## config.mk

```make
export PLATFORM = sky130hd
export DESIGN_NAME = jpeg_enc_zzq_seq_flat
export DESIGN_NICKNAME = d
export VERILOG_FILES = /design/src/rtl/jpeg_enc_zzq_seq_if.sv /design/src/rtl/jpeg_enc_zzq_seq.sv /design/src/flat_wrapper.sv
export SDC_FILE = /design/constraint.sdc
export NUM_CORES = 1
export LEC_CHECK = 0
export CORE_MARGIN = 5
export CORE_UTILIZATION = 37
export CTS_BUF_LIST = sky130_fd_sc_hd__clkbuf_8
export CTS_CLUSTER_DIAMETER = 80
export DETAILED_ROUTE_END_ITERATION = 12
export PLACE_DENSITY = 0.62
export SKIP_CTS_REPAIR_TIMING = 1
export SYNTH_ARGS = -nofsm -noshare
export SYNTH_HDL_FRONTEND = slang
export SYNTH_SLANG_ARGS = --single-unit
export TNS_END_PERCENT = 10
```

## constraint.sdc

```tcl
create_clock -name clk -period 1.6 [get_ports clk]
set_input_delay 0.32 -clock clk [delete_from_list [all_inputs] [get_ports clk]]
set_output_delay 0.32 -clock clk [all_outputs]
set_load 0.02 [all_outputs]
```

## src/rtl/jpeg_enc_zzq_seq_if.sv

```systemverilog
// Memory-side bus of the zigzag/quantise sequencer: zigzag index ROM, DCT coefficient RAM,
// fdtbl ROM (all 1-cycle read latency) and the zigzag DU RAM write port.
interface jpeg_enc_zzq_seq_if;
  logic        [5:0]  zzidx_rom_a;
  logic        [5:0]  zzidx_rom_d;
  logic        [5:0]  dctdu_ram_ar;
  logic signed [17:0] dctdu_ram_do;
  logic        [6:0]  fdtbl_rom_a;
  logic        [7:0]  fdtbl_rom_d;
  logic        [5:0]  zzdu_ram_aw;
  logic signed [14:0] zzdu_ram_di;
  logic               zzdu_ram_we;

  modport master (
    output zzidx_rom_a,
    input  zzidx_rom_d,
    output dctdu_ram_ar,
    input  dctdu_ram_do,
    output fdtbl_rom_a,
    input  fdtbl_rom_d,
    output zzdu_ram_aw,
    output zzdu_ram_di,
    output zzdu_ram_we
  );

  modport slave (
    input  zzidx_rom_a,
    output zzidx_rom_d,
    input  dctdu_ram_ar,
    output dctdu_ram_do,
    input  fdtbl_rom_a,
    output fdtbl_rom_d,
    input  zzdu_ram_aw,
    input  zzdu_ram_di,
    input  zzdu_ram_we
  );
endinterface

```

## src/rtl/jpeg_enc_zzq_seq.sv

```systemverilog
// Walks one 8x8 block in zigzag order, multiplies each DCT coefficient by its quant
// reciprocal, rounds/saturates the quotient and writes it to the zigzag DU RAM.
module jpeg_enc_zzq_seq #(
  parameter int SHIFT = 8
) (
  input  logic                  clk,
  input  logic                  reset_n,
  input  logic                  start,
  input  logic                  tbl_sel,
  output logic                  busy,
  output logic                  done,
  jpeg_enc_zzq_seq_if.master    mem
);

  localparam int DATA_W = 18;
  localparam int COEF_W = 8;
  localparam int OUT_W  = 15;
  localparam int PROD_W = DATA_W + COEF_W;
  localparam int RND_W  = PROD_W + 1 - SHIFT;

  localparam logic signed [PROD_W:0]  RND    = (PROD_W+1)'(1) << (SHIFT - 1);
  localparam logic signed [RND_W-1:0] SAT_HI = RND_W'((1 << (OUT_W - 1)) - 1);
  localparam logic signed [RND_W-1:0] SAT_LO = -RND_W'(1 << (OUT_W - 1));

  typedef enum logic [1:0] {IDLE, RUN, DRAIN, DONE} state_t;

  // Round half toward +inf: add half an LSB, then the upper bits are the floor.
  function automatic logic signed [RND_W-1:0] round_shift(input logic signed [PROD_W-1:0] p);
    logic signed [PROD_W:0] s;
    s = $signed({p[PROD_W-1], p}) + RND;
    return s[PROD_W:SHIFT];
  endfunction

  function automatic logic signed [OUT_W-1:0] sat(input logic signed [RND_W-1:0] v);
    if (v > SAT_HI)      return {1'b0, {(OUT_W-1){1'b1}}};
    else if (v < SAT_LO) return {1'b1, {(OUT_W-1){1'b0}}};
    else                 return v[OUT_W-1:0];
  endfunction

  state_t                    state_q, state_d;
  logic        [5:0]         cnt_q, cnt_d;
  logic                      tbl_sel_q, tbl_sel_d;
  logic                      vld_p1_q, vld_p1_d;
  logic        [5:0]         k_p1_q, k_p1_d;
  logic                      vld_p2_q, vld_p2_d;
  logic        [5:0]         k_p2_q, k_p2_d;
  logic                      we_q, we_d;
  logic        [5:0]         aw_q, aw_d;
  logic signed [OUT_W-1:0]   di_q, di_d;

  logic signed [PROD_W-1:0]  coef_ext, tbl_ext, prod;

  always_ff @(posedge clk or negedge reset_n) begin
    if (!reset_n) begin
      state_q   <= IDLE;
      cnt_q     <= '0;
      tbl_sel_q <= 1'b0;
      vld_p1_q  <= 1'b0;
      k_p1_q    <= '0;
      vld_p2_q  <= 1'b0;
      k_p2_q    <= '0;
      we_q      <= 1'b0;
      aw_q      <= '0;
      di_q      <= '0;
    end else begin
      state_q   <= state_d;
      cnt_q     <= cnt_d;
      tbl_sel_q <= tbl_sel_d;
      vld_p1_q  <= vld_p1_d;
      k_p1_q    <= k_p1_d;
      vld_p2_q  <= vld_p2_d;
      k_p2_q    <= k_p2_d;
      we_q      <= we_d;
      aw_q      <= aw_d;
      di_q      <= di_d;
    end
  end

  always_comb begin
    state_d   = state_q;
    cnt_d     = cnt_q;
    tbl_sel_d = tbl_sel_q;
    case (state_q)
      IDLE: begin
        if (start) begin
          state_d   = RUN;
          tbl_sel_d = tbl_sel;
          cnt_d     = '0;
        end
      end
      RUN: begin
        cnt_d = cnt_q + 6'd1;
        if (cnt_q == 6'd63) state_d = DRAIN;
      end
      DRAIN: begin
        if (!vld_p1_q && !vld_p2_q) state_d = DONE;
      end
      DONE:    state_d = IDLE;
      default: state_d = IDLE;
    endcase
  end

  // Stage 0 -> 1: issue zigzag position k to the index ROM
  always_comb begin
    vld_p1_d = (state_q == RUN);
    k_p1_d   = cnt_q;
    // Stage 1 -> 2: natural index j addresses coefficient RAM and fdtbl ROM
    vld_p2_d = vld_p1_q;
    k_p2_d   = k_p1_q;
  end

  // Stage 2 -> 3: multiply, round, saturate, register the write
  always_comb begin
    coef_ext = PROD_W'(mem.dctdu_ram_do);
    tbl_ext  = PROD_W'($signed({1'b0, mem.fdtbl_rom_d}));
    prod     = coef_ext * tbl_ext;
    we_d     = vld_p2_q;
    aw_d     = aw_q;
    di_d     = di_q;
    if (vld_p2_q) begin
      aw_d = k_p2_q;
      di_d = sat(round_shift(prod));
    end
  end

  assign busy             = (state_q == RUN) || (state_q == DRAIN);
  assign done             = (state_q == DONE);
  assign mem.zzidx_rom_a  = cnt_q;
  assign mem.dctdu_ram_ar = mem.zzidx_rom_d;
  assign mem.fdtbl_rom_a  = {tbl_sel_q, mem.zzidx_rom_d};
  assign mem.zzdu_ram_aw  = aw_q;
  assign mem.zzdu_ram_di  = di_q;
  assign mem.zzdu_ram_we  = we_q;

endmodule

```

## src/flat_wrapper.sv

```systemverilog
// flat-port wrapper written by rule: the top's interface ports become plain ports
module jpeg_enc_zzq_seq_flat 
#(
  parameter int SHIFT = 8
)
  (clk, reset_n, start, tbl_sel, busy, done, mem_zzidx_rom_a, mem_zzidx_rom_d, mem_dctdu_ram_ar, mem_dctdu_ram_do, mem_fdtbl_rom_a, mem_fdtbl_rom_d, mem_zzdu_ram_aw, mem_zzdu_ram_di, mem_zzdu_ram_we);
  jpeg_enc_zzq_seq_if mem_i ();
  input  logic clk;
  input  logic reset_n;
  input  logic start;
  input  logic tbl_sel;
  output logic busy;
  output logic done;
  output wire logic [$bits(mem_i.zzidx_rom_a)-1:0] mem_zzidx_rom_a;
  input wire logic [$bits(mem_i.zzidx_rom_d)-1:0] mem_zzidx_rom_d;
  output wire logic [$bits(mem_i.dctdu_ram_ar)-1:0] mem_dctdu_ram_ar;
  input wire logic [$bits(mem_i.dctdu_ram_do)-1:0] mem_dctdu_ram_do;
  output wire logic [$bits(mem_i.fdtbl_rom_a)-1:0] mem_fdtbl_rom_a;
  input wire logic [$bits(mem_i.fdtbl_rom_d)-1:0] mem_fdtbl_rom_d;
  output wire logic [$bits(mem_i.zzdu_ram_aw)-1:0] mem_zzdu_ram_aw;
  output wire logic [$bits(mem_i.zzdu_ram_di)-1:0] mem_zzdu_ram_di;
  output wire logic [$bits(mem_i.zzdu_ram_we)-1:0] mem_zzdu_ram_we;
  assign mem_zzidx_rom_a = mem_i.zzidx_rom_a;
  assign mem_i.zzidx_rom_d = mem_zzidx_rom_d;
  assign mem_dctdu_ram_ar = mem_i.dctdu_ram_ar;
  assign mem_i.dctdu_ram_do = mem_dctdu_ram_do;
  assign mem_fdtbl_rom_a = mem_i.fdtbl_rom_a;
  assign mem_i.fdtbl_rom_d = mem_fdtbl_rom_d;
  assign mem_zzdu_ram_aw = mem_i.zzdu_ram_aw;
  assign mem_zzdu_ram_di = mem_i.zzdu_ram_di;
  assign mem_zzdu_ram_we = mem_i.zzdu_ram_we;
  jpeg_enc_zzq_seq #(.SHIFT(SHIFT)) u_core (.clk(clk), .reset_n(reset_n), .start(start), .tbl_sel(tbl_sel), .busy(busy), .done(done), .mem(mem_i));
endmodule
```

==> flow_summary_export.csv, run 1 <==
group,metric,value,unit
setup_path,cp.arrival,5.75,ns
route,ant_nets,0,
grt,grt_max_degree,27,
clock_network,htree_num_levels,2,
timing,rsz0062_at_grt,"true",
placed_design,place_congestion,0.8457,
run,drv_cap,0,
timing,tightest_slew,0.4596,ns
timing,slew_viol_final,0,
finish,fin_cells,1273,
timing,slew_headroom,0.6936,
hold_path,min_path_type,"register to register",
timing,skew,0.006606,ns
setup_path,ff2ff_path_depth,7,
timing,setup_slack,-3.973,ns
setup_path,reg2reg_slack,0.09,ns
placed_design,dp_cells,1243,
floorplanning,start_util,0.3766,
grt,grt_pass1_wl,30310,um
setup_path,startpoint_type,"input pin",
clock_network,numCtsBuffers,5,
yosys,synth_fp_nets,991,
yosys,async_flop_share,1.000,
timing,setup-violations-final,15,
setup_path,critPathKind,"input pin to register",
clock_network,cts_tree,"built",
yosys,synth_largest_area_cell,"fa_1",
timing,fmax,179.4,MHz
setup_path,cp_data_required_time,1.78,ns
floorplanning,core,19530,um^2
setup_path,r2r-start,"u_core.state_q[0]$_DFFE_PN0P_",
setup_path,cp-end-kind,"register",
yosys,syn_inst,791,
route,route.detailed.drc,0,
grt,grt_usage,0.1591,
yosys,synth_area_per_cell,9.296,um^2
grt,overflow,0,
timing,hold_violations,0,
setup_path,worstPathMaxFanout,10,
route,firstDrtPassIters,4,
clock_network,clkLatencyLatePin,0.29,ns
clock_network,clk_pin_slew,0.08,ns
timing,min_period,5.573,ns
floorplanning,die-width,151.0,um
finish,nNetsFinal,1207,
yosys,syn_area,7353,um^2
yosys,yosysUniqueCellTypes,63,
status,status,"finished, violations left",
route,vias,6088,
floorplanning,io_pins,79,
grt,antenna_found_initial,0,
timing,fin_crit_sh,3.483,
timing,holdWs,0.3447,ns
floorplanning,die-area,22790,um^2
yosys,synth_edf_count,0,
floorplanning,die-height,151.0,um
yosys,synthTopCellsByArea,"fa_1 (30%), dfrtp_1 (15%), ha_1 (9.0%), and2_1 (6.9%), inv_1 (6.3%)",
finish,areaGrowthSynthToFinish,42.20,%
hold_path,holdPathStages,0,
route,drt_wl_total,18420,um
clock_network,cts_root_buf,"clkbuf_8",
yosys,synth_ff_type,"dfrtp_1",
clock_network,cts.sinks,45,
yosys,synth_top_area_share,0.3022,
yosys,yosysWarnings,0,
yosys,yosysMostFrequentCell,"inv_1",
route,post_drt_wl_per_cell,14.47,um
route,avgViaCountPerCell,4.782,
yosys,ys_ff_latch,45,
hold_path,holdPathEnd,"u_core.k_p2_q[1]$_DFF_PN0_",
grt,grt_pass1_vias,6520,
placed_design,port_buffers,60,
setup_path,timing.rr.end,"u_core.mem.zzidx_rom_a[3]$_DFFE_PN0P_",
status,violations,"setup timing",
hold_path,hold_path_startpoint,"u_core.k_p1_q[1]$_DFF_PN0_",
finish,diodes,0,
clock_network,clock_path_buffers,2,
placed_design,dp_hpwl,14310,um
route,drt_iter0_drc,236,
yosys,synth_seq_area_share,0.1531,
finish,drive_gt1_frac,0.3472,
floorplanning,row_count,51,
yosys,synthTopCellsByCount,"inv_1 (124), fa_1 (111), nand2_1 (89)",
## worst max-delay path: stages
cell	delay (ns)
buf_8	0.09
buf_12	0.14
nand2_4	0.06
fa_1	0.55
inv_1	0.05
fa_1	0.46
fa_1	0.60
inv_2	0.05
fa_1	0.52
inv_2	0.05
ha_4	0.23
buf_4	0.15
nand4_1	0.06
o211ai_1	0.15
buf_4	0.18
and3_1	0.17
mux2_4	0.27
or4_4	0.56
nand4bb_4	0.22
a211oi_4	0.31
nor3b_4	0.08
buf_12	0.14
a311o_1	0.31
## worst max-delay path by stage
stage	start	to	cells past startpoint	slack (ns)
2_1_floorplan	mem_fdtbl_rom_d[5]	u_core.mem.zzdu_ram_di[13]$_DFFE_PN0P_	19	-4.16
3_3_place_gp	mem_dctdu_ram_do[8]	u_core.mem.zzdu_ram_di[13]$_DFFE_PN0P_	21	-4.92
3_5_place_dp	mem_fdtbl_rom_d[4]	u_core.mem.zzdu_ram_di[4]$_DFFE_PN0P_	19	-4.92
4_1_cts	mem_fdtbl_rom_d[4]	u_core.mem.zzdu_ram_di[4]$_DFFE_PN0P_	19	-4.62
5_1_grt	mem_fdtbl_rom_d[2]	u_core.mem.zzdu_ram_di[1]$_DFFE_PN0P_	23	-4.12
6_report	mem_fdtbl_rom_d[0]	u_core.mem.zzdu_ram_di[13]$_DFFE_PN0P_	23	-3.97
## stage by stage
stage          utilization  setup TNS [ns]  setup slack, ns  area, um^2
6_report            0.5355          -58.66           -3.973       10460
2_1_floorplan            -          -61.78           -4.156        7486
3_5_place_dp        0.4831          -73.08           -4.917        9433
5_1_grt             0.5355          -60.97           -4.121       10460
3_3_place_gp        0.4831          -72.87           -4.917        9433
4_1_cts             0.4888          -70.14           -4.624        9544
## cell usage in the layout, fill, tap and decap left out, types with 12 or more instances in the layout
master	n
buf_4	163
nor2b_1	15
buf_6	28
inv_1	110
dfrtp_1	45
fa_1	106
nor2_1	21
ha_4	17
nand2_1	72
xnor2_1	17
a21oi_2	12
dlymetal6s2s_1	36
inv_2	15
ha_1	36
and2_1	72
## area by class of cell
cell class | count | area (um^2)
inverter | 124 | 465.4
sequential | 45 | 1126
clock inverter | 3 | 42.54
tap | 265 | 331.6
timing repair buffer | 248 | 2227
multi-input combinational | 583 | 6195
fill | 1782 | 9070
clock buffer | 5 | 68.82
## sequential cells by signal, indices dropped and copies added (netlist names)
name,count
u_core.tbl_sel_q,1
u_core.k_p1_q,6
u_core.mem.zzdu_ram_we,1
u_core.state_q,2
u_core.k_p2_q,6
u_core.vld_p1_q,1
u_core.mem.zzidx_rom_a,6
u_core.mem.zzdu_ram_di,15
u_core.mem.zzdu_ram_aw,6
u_core.vld_p2_q,1
## routing by layer
metal,up-vias,wire length [um],GRT usage
met4,0,123,0.01451
met3,12,542,0.01526
met1,3046,8213,0.2153
li1,2962,-,-
met5,-,0,0
met2,68,9535,0.2876
## cell families after synthesis
group,synth area share
simple gates,0.1984
buf+inv,0.09376
fa+ha+maj,0.3924
compound gates,0.1023
flops,0.1531
xor+xnor,0.04169
mux,0.01838
Power of run 1 is left out: the tool's default activity adds up to more than one toggle a clock period on the data nets, which glitch-free logic cannot reach.
==> run 2: changes to the inputs <==
--- a/config.mk
+++ b/config.mk
@@ -6,11 +6,11 @@
 export NUM_CORES = 1
 export LEC_CHECK = 0
 export CORE_MARGIN = 5
-export CORE_UTILIZATION = 37
+export CORE_UTILIZATION = 35
 export CTS_BUF_LIST = sky130_fd_sc_hd__clkbuf_8
 export CTS_CLUSTER_DIAMETER = 80
 export DETAILED_ROUTE_END_ITERATION = 12
-export PLACE_DENSITY = 0.62
+export PLACE_DENSITY = 0.6
 export SKIP_CTS_REPAIR_TIMING = 1
 export SYNTH_ARGS = -nofsm -noshare
 export SYNTH_HDL_FRONTEND = slang
==> run 2 against run 1 <==
  * The flow still finishes with violations (setup timing)
  * Fmax is 0.97% lower
  * Via count rose by 0.99%
  * Critical path type unchanged
  * Die area grew 5.3%
  * Clock skew increased by 0.0074 ns
  * Non-clock buffer count rose by 1
  * Clock-buffer cell count stayed put
  * Global-route usage is 1.1 points lower
  * Final cell count increased by 0.86%
  * Sequential share of layout area hardly changed
  * Setup slack worse by 0.055 ns
==> flow_summary_export.csv, run 2 (same netlist as run 1, synthesis figures left out) <==
group,metric,value,unit
clock_network,cts.sinks,45,
setup_path,r2r-start,"u_core.mem.zzidx_rom_a[0]$_DFFE_PN0P_",
timing,setup_slack,-4.028,ns
finish,nNetsFinal,1208,
timing,holdWs,0.3476,ns
floorplanning,die-height,154.9,um
status,status,"finished, violations left",
timing,slew_viol_final,0,
route,post_drt_wl_per_cell,14.56,um
grt,use_met1,0.1955,
placed_design,dp_cells,1242,
finish,diodes,0,
timing,hold_violations,0,
grt,grt_max_degree,29,
clock_network,htree_num_levels,2,
timing,setup-violations-final,15,
setup_path,critPathMostFrequentCell,"fa_1",
timing,rsz0062_at_grt,"true",
setup_path,crit_start,"mem_fdtbl_rom_d[2]",
floorplanning,die-width,154.9,um
placed_design,dp_hpwl,14430,um
floorplanning,io_pins,79,
route,avgViaCountPerCell,4.788,
clock_network,cts_tree,"built",
grt,overflow,0,
timing,slew_headroom,0.5563,
grt,use_met3,0.01085,
run,drv_cap,0,
setup_path,critPathKind,"input pin to register",
grt,grt_pass1_wl,30040,um
timing,fmax,177.7,MHz
finish,fin_cells,1284,
finish,areaGrowthSynthToFinish,41.79,%
grt,grt_util_met2,0.2690,
clock_network,clock_path_buffers,2,
grt,grt_pass1_vias,6363,
placed_design,port_buffers,60,
clock_network,numCtsBuffers,5,
timing,tightest_slew,0.6607,ns
timing,fin_crit_sh,3.517,
route,route.detailed.drc,0,
setup_path,cp.arrival,5.81,ns
setup_path,cp-end-kind,"register",
setup_path,cp_data_required_time,1.78,ns
clock_network,clkLatencyLatePin,0.30,ns
floorplanning,die-area,24010,um^2
status,violations,"setup timing",
grt,antenna_found_initial,0,
route,drt_iter0_drc,218,
finish,mostFrequentLayoutCells,"buf_4 (163), inv_1 (116), fa_1 (103), nand2_1 (80), and2_1 (69)",
floorplanning,start_util,0.3531,
timing,min_period,5.628,ns
floorplanning,core,20820,um^2
hold_path,min_path_type,"register to register",
timing,skew,0.01403,ns
setup_path,startpoint_type,"input pin",
floorplanning,row_count,53,
setup_path,cp_slowest_cell,"fa_1",
grt,busiest_layer,"met2",
placed_design,place_congestion,0.8165,
finish,largest_reg_flops,15,
route,drt_wl_total,18700,um
grt,grt_usage,0.1480,
hold_path,hold_path_startpoint,"u_core.k_p1_q[5]$_DFF_PN0_",
setup_path,path_cells,"buf_8 -> buf_12 -> nand2_1 -> fa_1 -> inv_1 -> fa_1 -> inv_1 -> fa_1 -> fa_1 -> inv_2 -> ha_4 -> nand2_2 -> o21a_1 -> o211a_4 -> buf_12 -> xnor2_4 -> nand4_1 -> or4_4 -> nor4b_4 -> xnor2_2 -> a31o_4 -> a311o_1",
finish,final_common_cell,"buf_4",
route,firstDrtPassIters,4,
clock_network,clk_pin_slew,0.10,ns
setup_path,slowest_delay,0.57,ns
route,ant_nets,0,
route,vias,6148,
clock_network,cts_root_buf,"clkbuf_8",
finish,drive_gt1_frac,0.3280,
timing,setup-tns-final,-59.55,ns
setup_path,worstPathMaxFanout,8,
run 2: cell types whose count changed in the layout (fill, tap and decap cells not counted), sizes merged:
| cell | before | now |
|---|---|---|
| clkbuf | 13 | 17 |
| bufinv | 1 | 0 |
| buf | 198 | 191 |
| clkdlybuf4s50 | 5 | 3 |
| dlymetal6s2s | 36 | 42 |
| clkinvlp | 0 | 1 |
run 2: per-layer routing:
metal	wire length, um	part of all wire
met1	8301	0.44
met2	9643	0.52
met3	510	0.027
met4	242	0.013
met5	0	0
run 2: stage by stage:
step	setup WS, ns	cell area [um^2]	utilization
3_5_place_dp	-4.975	9388	0.4508
5_1_grt	-4.211	10430	0.5007
2_1_floorplan	-4.156	7486	-
6_report	-4.028	10430	0.5007
4_1_cts	-4.674	9482	0.4554
3_3_place_gp	-4.870	9388	0.4508
run 2: cell type report:
cell class	count	area, um^2
timing repair buffer	249	2280
sequential	45	1126
fill	1916	10400
clock inverter	3	25.02
multi-input combinational	583	6117
inverter	124	465.4
clock buffer	5	68.82
tap	275	344.1
run 2: worst paths after layout:
| check | to | slack [ns] | cells past startpoint |
|---|---|---|---|
| setup / recovery | u_core.mem.zzdu_ram_di[5]$_DFFE_PN0P_ | -4.03 | 22 |
| hold / removal | u_core.k_p2_q[5]$_DFF_PN0_ | 0.35 | 0 |
| setup reg to reg | u_core.state_q[1]$_DFFE_PN0P_ | 0.12 | 5 |
| hold reg to reg | u_core.k_p2_q[5]$_DFF_PN0_ | 0.35 | 0 |
| max in group asynchronous | u_core.mem.zzidx_rom_a[1]$_DFFE_PN0P_ | 0.59 | 3 |
| min in group asynchronous | u_core.mem.zzdu_ram_aw[4]$_DFFE_PN0P_ | 0.50 | 2 |
run 2: worst max-delay path: cells and delay by family:
| family | cells | cell delay (ns) |
|---|---|---|
| buffers and inverters | 6 | 0.51 |
| adder cells (fa/ha/maj) | 5 | 2.41 |
| AO/OA/AOI/OAI | 4 | 1.10 |
| XOR/XNOR | 2 | 0.32 |
| AND/OR/NAND/NOR | 5 | 1.16 |
Power of run 2 is left out for the same reason.
